<file path="src/rtl/uart_rx_ovs_if.sv">
`default_nettype none
// ============================================================================
// Module      : uart_rx_ovs_if
// Description : Receive-side delivery bus of the oversampling UART receiver:
//               held byte, status flags and the valid/ready handshake.
// Revision    : 1.0 - initial release
// ============================================================================
interface uart_rx_ovs_if;
  logic [7:0] data;
  logic       valid;
  logic       ready;
  logic       parity_error;
  logic       frame_error;
  logic       overrun;

  // Receiver side: produces the byte and flags, observes ready.
  modport master (
    output data, valid, parity_error, frame_error, overrun,
    input  ready
  );

  // Consumer side.
  modport slave (
    input  data, valid, parity_error, frame_error, overrun,
    output ready
  );
endinterface
`default_nettype wire

</file>
<file path="src/rtl/uart_rx_ovs.sv">
`default_nettype none
// ============================================================================
// Module      : uart_rx_ovs
// Description : UART receiver with 16x oversampling and 2-of-3 majority
//               voting at ticks 7/8/9. It supports 7/8 data bits, optional
//               odd/even/mark/space parity, and 1 or 2 stop bits. The
//               received byte is held until it is accepted, and a frame that
//               arrives while the byte is still held raises overrun.
// Revision    : 1.0 - initial release
// ============================================================================
module uart_rx_ovs #(
  parameter int unsigned DIV = 54
) (
  input  logic            clk,
  input  logic            rst,
  input  logic            rx,
  input  logic            data_size,
  input  logic            parity_en,
  input  logic [1:0]      parity_mode,
  input  logic            stop_bit_size,
  output logic            busy,
  uart_rx_ovs_if.master   bus
);

  localparam int unsigned      DIV_W   = $clog2(DIV);
  localparam logic [DIV_W-1:0] DIV_MAX = DIV_W'(DIV - 1);

  typedef enum logic [2:0] {
    IDLE   = 3'd0,
    START  = 3'd1,
    DATA   = 3'd2,
    PARITY = 3'd3,
    STOP1  = 3'd4,
    STOP2  = 3'd5
  } state_t;

  state_t           state_q, state_d;
  logic             rx_s1_q, rx_s2_q, rx_prev_q;
  logic [DIV_W-1:0] div_cnt_q, div_cnt_d;
  logic [3:0]       tick_idx_q, tick_idx_d;
  logic [2:0]       bit_cnt_q, bit_cnt_d;
  logic [7:0]       shift_q, shift_d;
  logic             s7_q, s7_d, s8_q, s8_d;
  logic             cfg_size8_q, cfg_size8_d;
  logic             cfg_par_en_q, cfg_par_en_d;
  logic [1:0]       cfg_pmode_q, cfg_pmode_d;
  logic             cfg_stop2_q, cfg_stop2_d;
  logic             par_err_q, par_err_d;
  logic             frame_err_q, frame_err_d;
  logic [7:0]       data_q, data_d;
  logic             valid_q, valid_d;
  logic             pe_out_q, pe_out_d;
  logic             fe_out_q, fe_out_d;
  logic             ovr_q, ovr_d;

  logic             tick;
  logic             maj;
  logic             start_edge;
  logic             frame_done;
  logic             final_fe;
  logic             par_exp;
  logic [7:0]       rx_byte;

  // The tick-9 sample is taken straight from the synchronizer output, so
  // the vote uses the two stored samples plus the live one.
  assign tick       = (div_cnt_q == DIV_MAX);
  assign maj        = (s7_q & s8_q) | (s7_q & rx_s2_q) | (s8_q & rx_s2_q);
  assign start_edge = rx_prev_q & ~rx_s2_q;
  assign final_fe   = frame_err_q | ~maj;
  assign rx_byte    = cfg_size8_q ? shift_q : {1'b0, shift_q[7:1]};
  assign busy       = (state_q != IDLE);

  // Expected parity bit for the latched mode, over the data bits only.
  always_comb begin
    par_exp = 1'b0;
    case (cfg_pmode_q)
      2'b11:   par_exp = ~^rx_byte;
      2'b10:   par_exp = ^rx_byte;
      2'b01:   par_exp = 1'b1;
      default: par_exp = 1'b0;
    endcase
  end

  // Frame FSM: tick generation, bit timing, sampling and shifting.
  always_comb begin
    state_d      = state_q;
    div_cnt_d    = div_cnt_q;
    tick_idx_d   = tick_idx_q;
    bit_cnt_d    = bit_cnt_q;
    shift_d      = shift_q;
    s7_d         = s7_q;
    s8_d         = s8_q;
    cfg_size8_d  = cfg_size8_q;
    cfg_par_en_d = cfg_par_en_q;
    cfg_pmode_d  = cfg_pmode_q;
    cfg_stop2_d  = cfg_stop2_q;
    par_err_d    = par_err_q;
    frame_err_d  = frame_err_q;
    frame_done   = 1'b0;

    if (state_q == IDLE) begin
      // Counters stay cleared so tick 0 starts right at the start edge.
      div_cnt_d  = '0;
      tick_idx_d = '0;
      if (start_edge) begin
        state_d      = START;
        cfg_size8_d  = data_size;
        cfg_par_en_d = parity_en;
        cfg_pmode_d  = parity_mode;
        cfg_stop2_d  = stop_bit_size;
        bit_cnt_d    = '0;
        par_err_d    = 1'b0;
        frame_err_d  = 1'b0;
      end
    end else begin
      div_cnt_d = tick ? '0 : div_cnt_q + 1'b1;
      if (tick) begin
        tick_idx_d = tick_idx_q + 4'd1;
        if (tick_idx_q == 4'd7) s7_d = rx_s2_q;
        if (tick_idx_q == 4'd8) s8_d = rx_s2_q;

        // Tick 9: the bit value is now decided.
        if (tick_idx_q == 4'd9) begin
          case (state_q)
            START:   if (maj) state_d = IDLE;
            DATA:    shift_d = {maj, shift_q[7:1]};
            PARITY:  par_err_d = (maj != par_exp);
            STOP1: begin
              frame_err_d = final_fe;
              if (!cfg_stop2_q) begin
                frame_done = 1'b1;
                state_d    = IDLE;
              end
            end
            STOP2: begin
              frame_err_d = final_fe;
              frame_done  = 1'b1;
              state_d     = IDLE;
            end
            default: state_d = IDLE;
          endcase
        end

        // Tick 15: last tick of the bit, move on to the next field.
        if (tick_idx_q == 4'd15) begin
          case (state_q)
            START:   state_d = DATA;
            DATA: begin
              if (bit_cnt_q == (cfg_size8_q ? 3'd7 : 3'd6)) begin
                state_d = cfg_par_en_q ? PARITY : STOP1;
              end else begin
                bit_cnt_d = bit_cnt_q + 3'd1;
              end
            end
            PARITY:  state_d = STOP1;
            STOP1:   state_d = STOP2;
            default: state_d = IDLE;
          endcase
        end
      end
    end
  end

  // Output holding register with overrun handling.
  always_comb begin
    data_d   = data_q;
    valid_d  = valid_q;
    pe_out_d = pe_out_q;
    fe_out_d = fe_out_q;
    ovr_d    = ovr_q;
    if (frame_done) begin
      if (valid_q && !bus.ready) begin
        // The consumer still holds the old byte: drop the new frame.
        ovr_d = 1'b1;
      end else begin
        data_d   = rx_byte;
        pe_out_d = par_err_q;
        fe_out_d = final_fe;
        valid_d  = 1'b1;
        ovr_d    = 1'b0;
      end
    end else if (valid_q && bus.ready) begin
      valid_d = 1'b0;
      ovr_d   = 1'b0;
    end
  end

  // State registers; synchronizer flops reset to the idle line level.
  always_ff @(posedge clk) begin
    if (rst) begin
      rx_s1_q      <= 1'b1;
      rx_s2_q      <= 1'b1;
      rx_prev_q    <= 1'b1;
      state_q      <= IDLE;
      div_cnt_q    <= '0;
      tick_idx_q   <= '0;
      bit_cnt_q    <= '0;
      shift_q      <= '0;
      s7_q         <= 1'b1;
      s8_q         <= 1'b1;
      cfg_size8_q  <= 1'b0;
      cfg_par_en_q <= 1'b0;
      cfg_pmode_q  <= '0;
      cfg_stop2_q  <= 1'b0;
      par_err_q    <= 1'b0;
      frame_err_q  <= 1'b0;
      data_q       <= 8'h00;
      valid_q      <= 1'b0;
      pe_out_q     <= 1'b0;
      fe_out_q     <= 1'b0;
      ovr_q        <= 1'b0;
    end else begin
      rx_s1_q      <= rx;
      rx_s2_q      <= rx_s1_q;
      rx_prev_q    <= rx_s2_q;
      state_q      <= state_d;
      div_cnt_q    <= div_cnt_d;
      tick_idx_q   <= tick_idx_d;
      bit_cnt_q    <= bit_cnt_d;
      shift_q      <= shift_d;
      s7_q         <= s7_d;
      s8_q         <= s8_d;
      cfg_size8_q  <= cfg_size8_d;
      cfg_par_en_q <= cfg_par_en_d;
      cfg_pmode_q  <= cfg_pmode_d;
      cfg_stop2_q  <= cfg_stop2_d;
      par_err_q    <= par_err_d;
      frame_err_q  <= frame_err_d;
      data_q       <= data_d;
      valid_q      <= valid_d;
      pe_out_q     <= pe_out_d;
      fe_out_q     <= fe_out_d;
      ovr_q        <= ovr_d;
    end
  end

  assign bus.data         = data_q;
  assign bus.valid        = valid_q;
  assign bus.parity_error = pe_out_q;
  assign bus.frame_error  = fe_out_q;
  assign bus.overrun      = ovr_q;

endmodule
`default_nettype wire
</file>
<file path="src/flat_wrapper.sv">
// flat-port wrapper written by rule: the top's interface ports become plain ports
module uart_rx_ovs_flat 
#(
  parameter int unsigned DIV = 54
)
  (clk, rst, rx, data_size, parity_en, parity_mode, stop_bit_size, busy, bus_data, bus_valid, bus_parity_error, bus_frame_error, bus_overrun, bus_ready);
  uart_rx_ovs_if bus_i ();
  input  logic clk;
  input  logic rst;
  input  logic rx;
  input  logic data_size;
  input  logic parity_en;
  input  logic [1:0] parity_mode;
  input  logic stop_bit_size;
  output logic busy;
  output wire logic [$bits(bus_i.data)-1:0] bus_data;
  output wire logic [$bits(bus_i.valid)-1:0] bus_valid;
  output wire logic [$bits(bus_i.parity_error)-1:0] bus_parity_error;
  output wire logic [$bits(bus_i.frame_error)-1:0] bus_frame_error;
  output wire logic [$bits(bus_i.overrun)-1:0] bus_overrun;
  input wire logic [$bits(bus_i.ready)-1:0] bus_ready;
  assign bus_data = bus_i.data;
  assign bus_valid = bus_i.valid;
  assign bus_parity_error = bus_i.parity_error;
  assign bus_frame_error = bus_i.frame_error;
  assign bus_overrun = bus_i.overrun;
  assign bus_i.ready = bus_ready;
  uart_rx_ovs #(.DIV(DIV)) u_core (.clk(clk), .rst(rst), .rx(rx), .data_size(data_size), .parity_en(parity_en), .parity_mode(parity_mode), .stop_bit_size(stop_bit_size), .busy(busy), .bus(bus_i));
endmodule
</file>
<file path="config.mk">
export PLATFORM = sky130hd
export DESIGN_NAME = uart_rx_ovs_flat
export DESIGN_NICKNAME = d
export VERILOG_FILES = /design/src/rtl/uart_rx_ovs_if.sv /design/src/rtl/uart_rx_ovs.sv /design/src/flat_wrapper.sv
export SDC_FILE = /design/constraint.sdc
export NUM_CORES = 1
export LEC_CHECK = 0
export ABC_AREA = 1
export CAP_MARGIN = 20
export CORE_ASPECT_RATIO = 0.6
export CORE_MARGIN = 2
export CORE_UTILIZATION = 38
export DETAILED_ROUTE_END_ITERATION = 16
export GPL_TIMING_DRIVEN = 0
export PLACE_DENSITY_LB_ADDON = 0.1
export SETUP_SLACK_MARGIN = 0.4
export SYNTH_ARGS = -nofsm -noshare
export SYNTH_HDL_FRONTEND = slang
export SYNTH_SLANG_ARGS = --single-unit
</file>
<file path="constraint.sdc">
create_clock -name clk -period 1.88 [get_ports clk]
set_clock_uncertainty 0.05 [all_clocks]
set_input_delay 0.376 -clock clk [delete_from_list [all_inputs] [get_ports clk]]
set_output_delay 0.376 -clock clk [all_outputs]
set_load 0.01 [all_outputs]
</file>
* Word-level counts from Yosys, hierarchy flattened
Index checks and enable logic that the tools add are counted.
** Operators by class
- Equal/unequal tests :: 18
- Bitwise operators :: 11
- $add $sub $neg :: 3
- Muxes and demuxes :: 39
- Reduce and logical (&&, ||, !) cells :: 28
** Operators with widths (count)
- $mux 3 :: 15
- $mux 1 :: 19
- $reduce_bool 2->1 :: 7
- $eq 4x4->1 const B :: 3
- $pmux 3 s4 :: 1
- $reduce_and 4->1 :: 3
- $pmux 3 s3 :: 1
- $mux 8 :: 1
- $reduce_and 2->1 :: 4
- $reduce_xnor 8->1 :: 1
- $reduce_xor 8->1 :: 1
- $add 6x1->6 const B :: 1
- $eq 3x2->1 const B :: 2
- $eq 3x3->1 const B :: 2
- $eq 6x6->1 const B :: 1
- $reduce_and 3->1 :: 2
- $reduce_or 2->1 :: 3
- $reduce_and 5->1 :: 1
- $add 4x1->4 const B :: 1
- $and 1x1->1 :: 4
- $eq 2x2->1 const B :: 2
- $eq 4x3->1 const B :: 1
- $ne 2x1->1 const B :: 2
- $not 1->1 :: 4
- 14 further kinds :: 17
** Storage, ports and cells
- Output and inout bits :: 13
- Bits in registers :: 48
- Word-level logic and storage cells :: 120
- Input bits :: 9

* Logic depth before layout (Yosys ltp)
- Depth after elaboration :: 11
- Gate-level depth with buffers :: 15
- Depth with buffers taken out :: 14

* Worst setup path after synthesis
No wires, ideal clock.
- Kind :: register to register
- Start :: reg u_core.tick_idx_q[0]
- End :: reg u_core.bit_cnt_q[2]
- Cell stages (with the launch flop) :: 10
- Arrival time :: 1.436 ns
- Library setup time :: 0.070 ns
- Data required time :: 1.760 ns
- Path slack :: 0.324 ns
- Path through :: dfxtp_1 > ha_1 > nand2_1 > nor2_1 > inv_1 > o31ai_2 > nand2_1 > clkinv_1 > nand3_1 > a21oi_1
** On the way
- Word-level cells in the longest chain between the ends :: 3
** RTL lines
- start: declaration :: RTL line uart_rx_ovs.sv:40 : logic [3:0] tick_idx_q, tick_idx_d;
- start signal: assignment :: RTL line uart_rx_ovs.sv:218 : tick_idx_q <= tick_idx_d;
- $eq 4x4->1 :: RTL line uart_rx_ovs.sv:145 : if (tick_idx_q == 4'd15) begin
- $reduce_bool 2->1 (no line)
- $reduce_and 5->1 (no line)
- end signal: assignment :: RTL line uart_rx_ovs.sv:219 : bit_cnt_q <= bit_cnt_d;
- end: declaration :: RTL line uart_rx_ovs.sv:41 : logic [2:0] bit_cnt_q, bit_cnt_d;
No other way between the ends.
A chain may end at the register's enable or synchronous reset.

* Final worst setup path
- Start :: reg u_core.state_q[1]
- End :: reg u_core.data_q[4], in the netlist u_core.bus.data[4]
** On the way
- Word-level cells in the longest chain between the ends :: 6
** RTL lines
- start: declaration :: RTL line uart_rx_ovs.sv:37 : state_t state_q, state_d;
- start signal: assignment :: RTL line uart_rx_ovs.sv:216 : state_q <= state_d;
- $eq 3x3->1 :: RTL line uart_rx_ovs.sv:124 : case (state_q)
- $pmux 1 s2 :: RTL line uart_rx_ovs.sv:124
- $mux 1 :: RTL line uart_rx_ovs.sv:123 : if (tick_idx_q == 4'd9) begin
- $mux 1 :: RTL line uart_rx_ovs.sv:117 : if (tick) begin
- $mux 1 (*) :: RTL line uart_rx_ovs.sv:101 : if (state_q == IDLE) begin
- $reduce_and 2->1 (no line) (*)
- end signal: assignment :: RTL line uart_rx_ovs.sv:229 : data_q <= data_d;
- end: declaration :: RTL line uart_rx_ovs.sv:50 : logic [7:0] data_q, data_d;
Every way passes the cells marked *; elsewhere a longest branch is shown, timed or not.

==> flow_summary.json <==
{
  "outcome": "complete, no violations",
  "dpl.cell_count": 462,
  "first_pass_iters": 5,
  "slowest_delay_ns": 0.40,
  "worstSkewPairLatency_ns": 0.30,
  "core_sq_mm": 0.00625,
  "synth_nets": 372,
  "io_pins": 22,
  "rsz0062_at_grt": "true",
  "r2r_end": "u_core.bus.data[4]",
  "grt_max_degree": 17,
  "cp_max_fo": 7,
  "critPathTopFamily": "simple AND/OR/NAND/NOR gates",
  "crit_chain": "nor2_4, inv_2, nor2_8, buf_8, nor2_8, nand2_4, nor2_4, nand2_2, inv_4, buf_6, nor2_2, a211oi_2",
  "worst_slack_ns": 0.174,
  "rr_startpoint": "u_core.state_q[1]",
  "start_util_pct": 40.0,
  "ir_drop_mv": 0.336,
  "synth_common_cells": "nand2_1, dfxtp_1, inv_1, o21ai_0, a21oi_1",
  "die_y_microns": 66.8,
  "drt.antenna.violating_nets": 0,
  "endpoint_kind": "register",
  "start_kind": "register",
  "wl_microns": 7830,
  "ys_warn_count": 0,
  "rows": 22,
  "fin_util_pct": 60.7,
  "drc_errors": 0,
  "wire_per_inst_microns": 14.9,
  "drive_above_1_share_pct": 40.0,
  "die_w_microns": 109,
  "layout.cells.non_filler": 526,
  "dieArea_sq_mm": 0.00727,
  "required_ns": 2.05,
  "synth.avg_cell_area_sq_um": 7.01,
  "clkSinkCount": 48,
  "synthArstFlopShare_pct": 0,
  "drv_slew": 0,
  "diodes": 0,
  "slew_headroom_pct": 63.6,
  "reg2regPathDepth": 12,
  "grt_pass1_wl_microns": 11800,
  "tns_ns": 0,
  "fill_cells": 559,
  "synth-seq-area-share_pct": 38.4,
  "netlist_area_sq_mm": 0.00250,
  "clkTransAtPathRegs_ns": 0.10,
  "finalCritPeriodShare_pct": 90.7,
  "synth.distinct_cells": 40,
  "max_freq_mhz": 586,
  "drt_iter0_drc": 192,
  "place_ws_ns": -0.123,
  "netlist_instances": 357,
  "grt_usage_pct": 21.3,
  "hp-class": "reg2reg",
  "ys.flop_type": "dfxtp_1",
  "antenna_found_initial": 0,
  "worstMarginPinSlew_ns": 0.546,
  "layout-area-overhead-vs-synth_pct": 51.5,
  "critPathSlowestCell": "dfxtp_4",
  "p_leak_nw": 1.66,
  "path_buf_inv": 4,
  "cts_inserted_buffers": 5,
  "cts_max_level": 2,
  "finalHoldViolCount": 0,
  "cts_buffer_depth": 2,
  "nets": 456,
  "cap_violations": 0,
  "dpl_cell_area_sq_mm": 0.00284,
  "overflow": 0,
  "powerDensity_mw_per_mm2": 495,
  "hpwl_microns": 4600,
  "r2r_slack_ns": 0.17,
  "route.vias.total": 2687,
  "clock_tree.root_cell": "clkbuf_8",
  "finalCriticalPeriod_ns": 1.71,
  "gp_congestion": 0.887,
  "synth_top_cell_area_share_pct": 38.4,
  "cts_tree": "yes",
  "io_buffers": 21,
  "synthTopCellsByArea": "dfxtp_1, nand2_1, o21ai_0",
  "synth_edf_count": 0,
  "path_class": "reg2reg",
  "setup_viol": 0,
  "yosysMostFrequentCell": "nand2_1",
  "min_to": "u_core.rx_s2_q",
  "final_cell_area_sq_mm": 0.00379,
  "holdPathStages": 1,
  "drt-vias-per-instance": 5.11,
  "worst_ep_arrival_time_ns": 1.88,
  "ys_seq_elements": 48,
  "hold_path.startpoint": "u_core.rx_s1_q",
  "grt_pass1_vias": 2358,
  "yosysTopAreaCell": "dfxtp_1"
}
## cell families after synthesis
group	count (synthesis)	synth area share [%]
fa+ha+maj	6	3.00
simple gates	165	29.9
xor+xnor	4	1.40
flops	48	38.4
compound gates	79	18.1
buf+inv	55	9.25
## sequential cells by signal (all words and copies together) (netlist names), 2 cells and up
name and flops:
u_core.bit_cnt_q 3, u_core.div_cnt_q 6, u_core.state_q 3, u_core.tick_idx_q 4, u_core.bus.data 8, u_core.cfg_pmode_q 2, u_core.shift_q 8
## worst max-delay path by stage
stage                                    start                  end  slack, ns  depth (start not counted)
final                        u_core.state_q[1]   u_core.bus.data[4]       0.17                         12
after global routing         u_core.state_q[1]   u_core.bus.data[4]       0.09                         12
after CTS                    u_core.state_q[0]                 busy       0.24                          5
after detailed placement                   rst   u_core.cfg_stop2_q      -0.12                          5
after global placement                     rst    u_core.shift_q[7]      -0.12                          5
after floorplan           u_core.tick_idx_q[0]  u_core.bit_cnt_q[2]       0.39                          9
## where the power goes
part / internal, mW / switching (mW)
Sequential: 1.02 / 0.0113
Clock: 0.264 / 0.377
Combinational: 0.0888 / 0.112
## metal layers
layer	global-route usage [%]	vias up	part of all wire (%)
met3	4.11	10	6.1
li1	-	1332	-
met2	32.2	107	42
met1	31.2	1238	51
met4	4.49	0	1.2
met5	0	-	0
## repair_timing
action,in CTS,in global routing
buffers inserted,33,18
pin swaps,25,26
hold buffers,0,0
cloned,4,1
setup endpoints to repair,51,45
resized for setup,103,64
## per-stage QoR
step,hold WS [ns],total power [mW]
after floorplan,0.339,1.14
after global placement,0.365,1.19
after detailed placement,0.378,1.19
after CTS,0.400,1.88
after global routing,0.422,1.95
final,0.393,1.88
## cells in the final DEF, fill, tap and decap left out, types with 4 or more instances in the layout
cell	count
buf_2	4
clkbuf_8	5
inv_4	6
nand2_1	67
nor2_4	7
nand3_4	4
buf_4	36
a211oi_2	6
dfxtp_4	4
nand2_2	30
inv_2	12
buf_6	22
inv_1	26
nor2_1	23
clkdlybuf4s50_1	7
o21ai_1	9
dfxtp_1	38
dfxtp_2	6
a21oi_1	28
o21ai_0	20
dlygate4sd2_1	12
nand3_1	13
o21ai_2	5
## area by class of cell
class                   count  area, sq um  area share, %
clock buffers               5         68.8           1.82
multi-input cells         254         1620           42.8
well taps                  84          105           2.77
inverters                  45          185           4.89
repair buffers             77          702           18.5
plain buffers              10          100           2.64
clock inverters             3         23.8          0.627
flip-flops and latches     48          983           25.9
## worst reg2reg max path: stages (launching register included)
cell and delay, ns:
dfxtp_4 0.40, nor2_4 0.04, inv_2 0.08, nor2_8 0.04, buf_8 0.13, nor2_8 0.15
nand2_4 0.08, nor2_4 0.12, nand2_2 0.07, inv_4 0.09, buf_6 0.12, nor2_2 0.04
a211oi_2 0.20
No activity file was read; power rests on OpenSTA's default activity.
==> RTL change: new RTL, same flow settings <==
Register the inputs `rx` and `parity_mode` before use. The logic sees them one clock later. The other inputs are not delayed to match.
--- a/src/rtl/uart_rx_ovs.sv
+++ b/src/rtl/uart_rx_ovs.sv
@@ -34,6 +34,14 @@
     STOP2  = 3'd5
   } state_t;
 
+  logic rx_q;
+  logic [1:0] parity_mode_q;
+
+  always_ff @(posedge clk) begin
+    rx_q          <= rx;
+    parity_mode_q <= parity_mode;
+  end
+
   state_t           state_q, state_d;
   logic             rx_s1_q, rx_s2_q, rx_prev_q;
   logic [DIV_W-1:0] div_cnt_q, div_cnt_d;
@@ -106,7 +114,7 @@
         state_d      = START;
         cfg_size8_d  = data_size;
         cfg_par_en_d = parity_en;
-        cfg_pmode_d  = parity_mode;
+        cfg_pmode_d  = parity_mode_q;
         cfg_stop2_d  = stop_bit_size;
         bit_cnt_d    = '0;
         par_err_d    = 1'b0;
@@ -210,7 +218,7 @@
       fe_out_q     <= 1'b0;
       ovr_q        <= 1'b0;
     end else begin
-      rx_s1_q      <= rx;
+      rx_s1_q      <= rx_q;
       rx_s2_q      <= rx_s1_q;
       rx_prev_q    <= rx_s2_q;
       state_q      <= state_d;
Formal check against the unedited RTL: not equivalent (a bounded check fails within 4 cycles, from zero or initial values and one cycle with rst high).
==> RTL change against the original RTL <==
Sequential cell count increased by 3. Synthesized cell count is 2.5% lower. Count of clock-buffer cells in the layout increased by 2. Area after synthesis grew 3.1%. Worst setup slack better by 37 ps. Clock power grew 45%. Global-route usage decreased by 2.7 points. Design area shrank 3.4%. Total power increased by 18%. Non-clock buffer count fell by 26. Core utilization fell by 5.3 points. Wire length decreased by 14%.
==> RTL change: results (changes against the original RTL) <==
[global_route]
grt_max_degree = 16  ; -1
track_usage_pct = 18.6  ; -2.7 points
grt_pass1_wl_mm = 10.4  ; -12%

[place]
placed_area_um2 = 2900  ; +2.3%
gp_congestion = 0.902  ; +1.7%
dp.cells = 456  ; -1.3%

[timing]
relSlewSlack_pct = 71.4  ; +7.7 points

[layout]
num-nonclk-buffers = 61  ; -30%
fillers = 627  ; +12%
num-nets-final = 421  ; -7.7%
clkCellAreaFrac_pct = 4.13  ; +1.7 points
layout-drive-gt1-share_pct = 38.8  ; -1.2 points
multi_input_area_um2 = 1590  ; -2.2%
n_all_inverters = 42  ; -6.7%
layout.area.seq_um2 = 1040  ; +6.1%

[run_status]
status = completed

[logic_synthesis]
synth_area_leaders = dfxtp_1 (40%), nand2_1 (13%), a21oi_1 (5.0%)
synth-compound-area-share_pct = 15.3  ; -2.7 points
synthTopCellsByCount = nand2_1 (90), dfxtp_1 (51), inv_1 (29)
synth_cell_types = 37  ; -7.5%
syn_nets = 363  ; -2.4%
synthCells = 348  ; -2.5%

[clock_network]
clk_pin_slew_ps = 70  ; -30 ps
cts.sinks = 51  ; +6.3%

[critical_path]
cp_top_family = buffers and inverters
slowest_stage = dfxtp_2
cp.arrival_ps = 1830  ; -50 ps
crit_path_max_fanout = 6  ; -1
r2r-start = u_core.cfg_size8_q

[pwr]
power_leakage_nw = 1.48  ; -11%
switching_share_pct = 23.1  ; -3.6 points

[drt]
num_vias = 2398  ; -11%
first_pass_iters = 4  ; -1
drtIter0Drc = 129  ; -33%
post_drt_wl_per_cell_um = 13.6  ; -8.6%

[RTL change: cell types whose count changed after synthesis, sizes merged, moves of 3 or more]
cell | unedited run | this run
inv | 44 | 41
dfxtp | 48 | 51
nand2 | 100 | 103
a211oi | 6 | 9
o21ai | 34 | 23
[RTL change: power groups by stage]
| stage | combinational [mW] | clock [mW] | sequential (mW) |
|---|---|---|---|
| finish | 0.187 | 0.933 | 1.10 |
| global route | 0.205 | 1.01 | 1.10 |
| CTS | 0.157 | 0.967 | 1.10 |
| detailed placement | 0.140 | 0 | 1.13 |
| global placement | 0.141 | 0 | 1.13 |
| floorplan | 0.0941 | 0 | 1.13 |
[RTL change: final timing paths]
| kind | end | slack (ps) | cells after the start |
|---|---|---|---|
| setup reg to reg | u_core.state_q[1] | 210 | 10 |
| hold reg to reg | u_core.rx_s2_q | 370 | 1 |
| hold / removal | u_core.rx_s2_q | 370 | 1 |
| setup / recovery | u_core.state_q[1] | 210 | 10 |
[RTL change: cell families (layout without fill, tap and decap cells)]
kind of cell	count (synthesis)	after routing
compound gates	67	67
xor+xnor	2	2
fa+ha+maj	6	6
buf+inv	52	111
flops	51	51
simple gates	170	170
[RTL change: layer usage]
| layer | wire length, um | vias up | track usage [%] | part of all wire, % |
|---|---|---|---|---|
| met5 | 0 | - | 0 | 0 |
| met4 | 70 | 0 | 5.16 | 1.0 |
| met3 | 393 | 7 | 3.76 | 5.9 |
| met2 | 2720 | 54 | 25.5 | 41 |
| met1 | 3530 | 1093 | 28.7 | 53 |
| li1 | - | 1244 | - | - |
[RTL change: repair_timing]
| item | CTS | global route |
|---|---|---|
| endpoints found under the setup margin | 52 | 41 |
| buffers inserted | 17 | 9 |
| resized for setup | 70 | 67 |
| pin swaps | 17 | 26 |
| cloned | 3 | 1 |
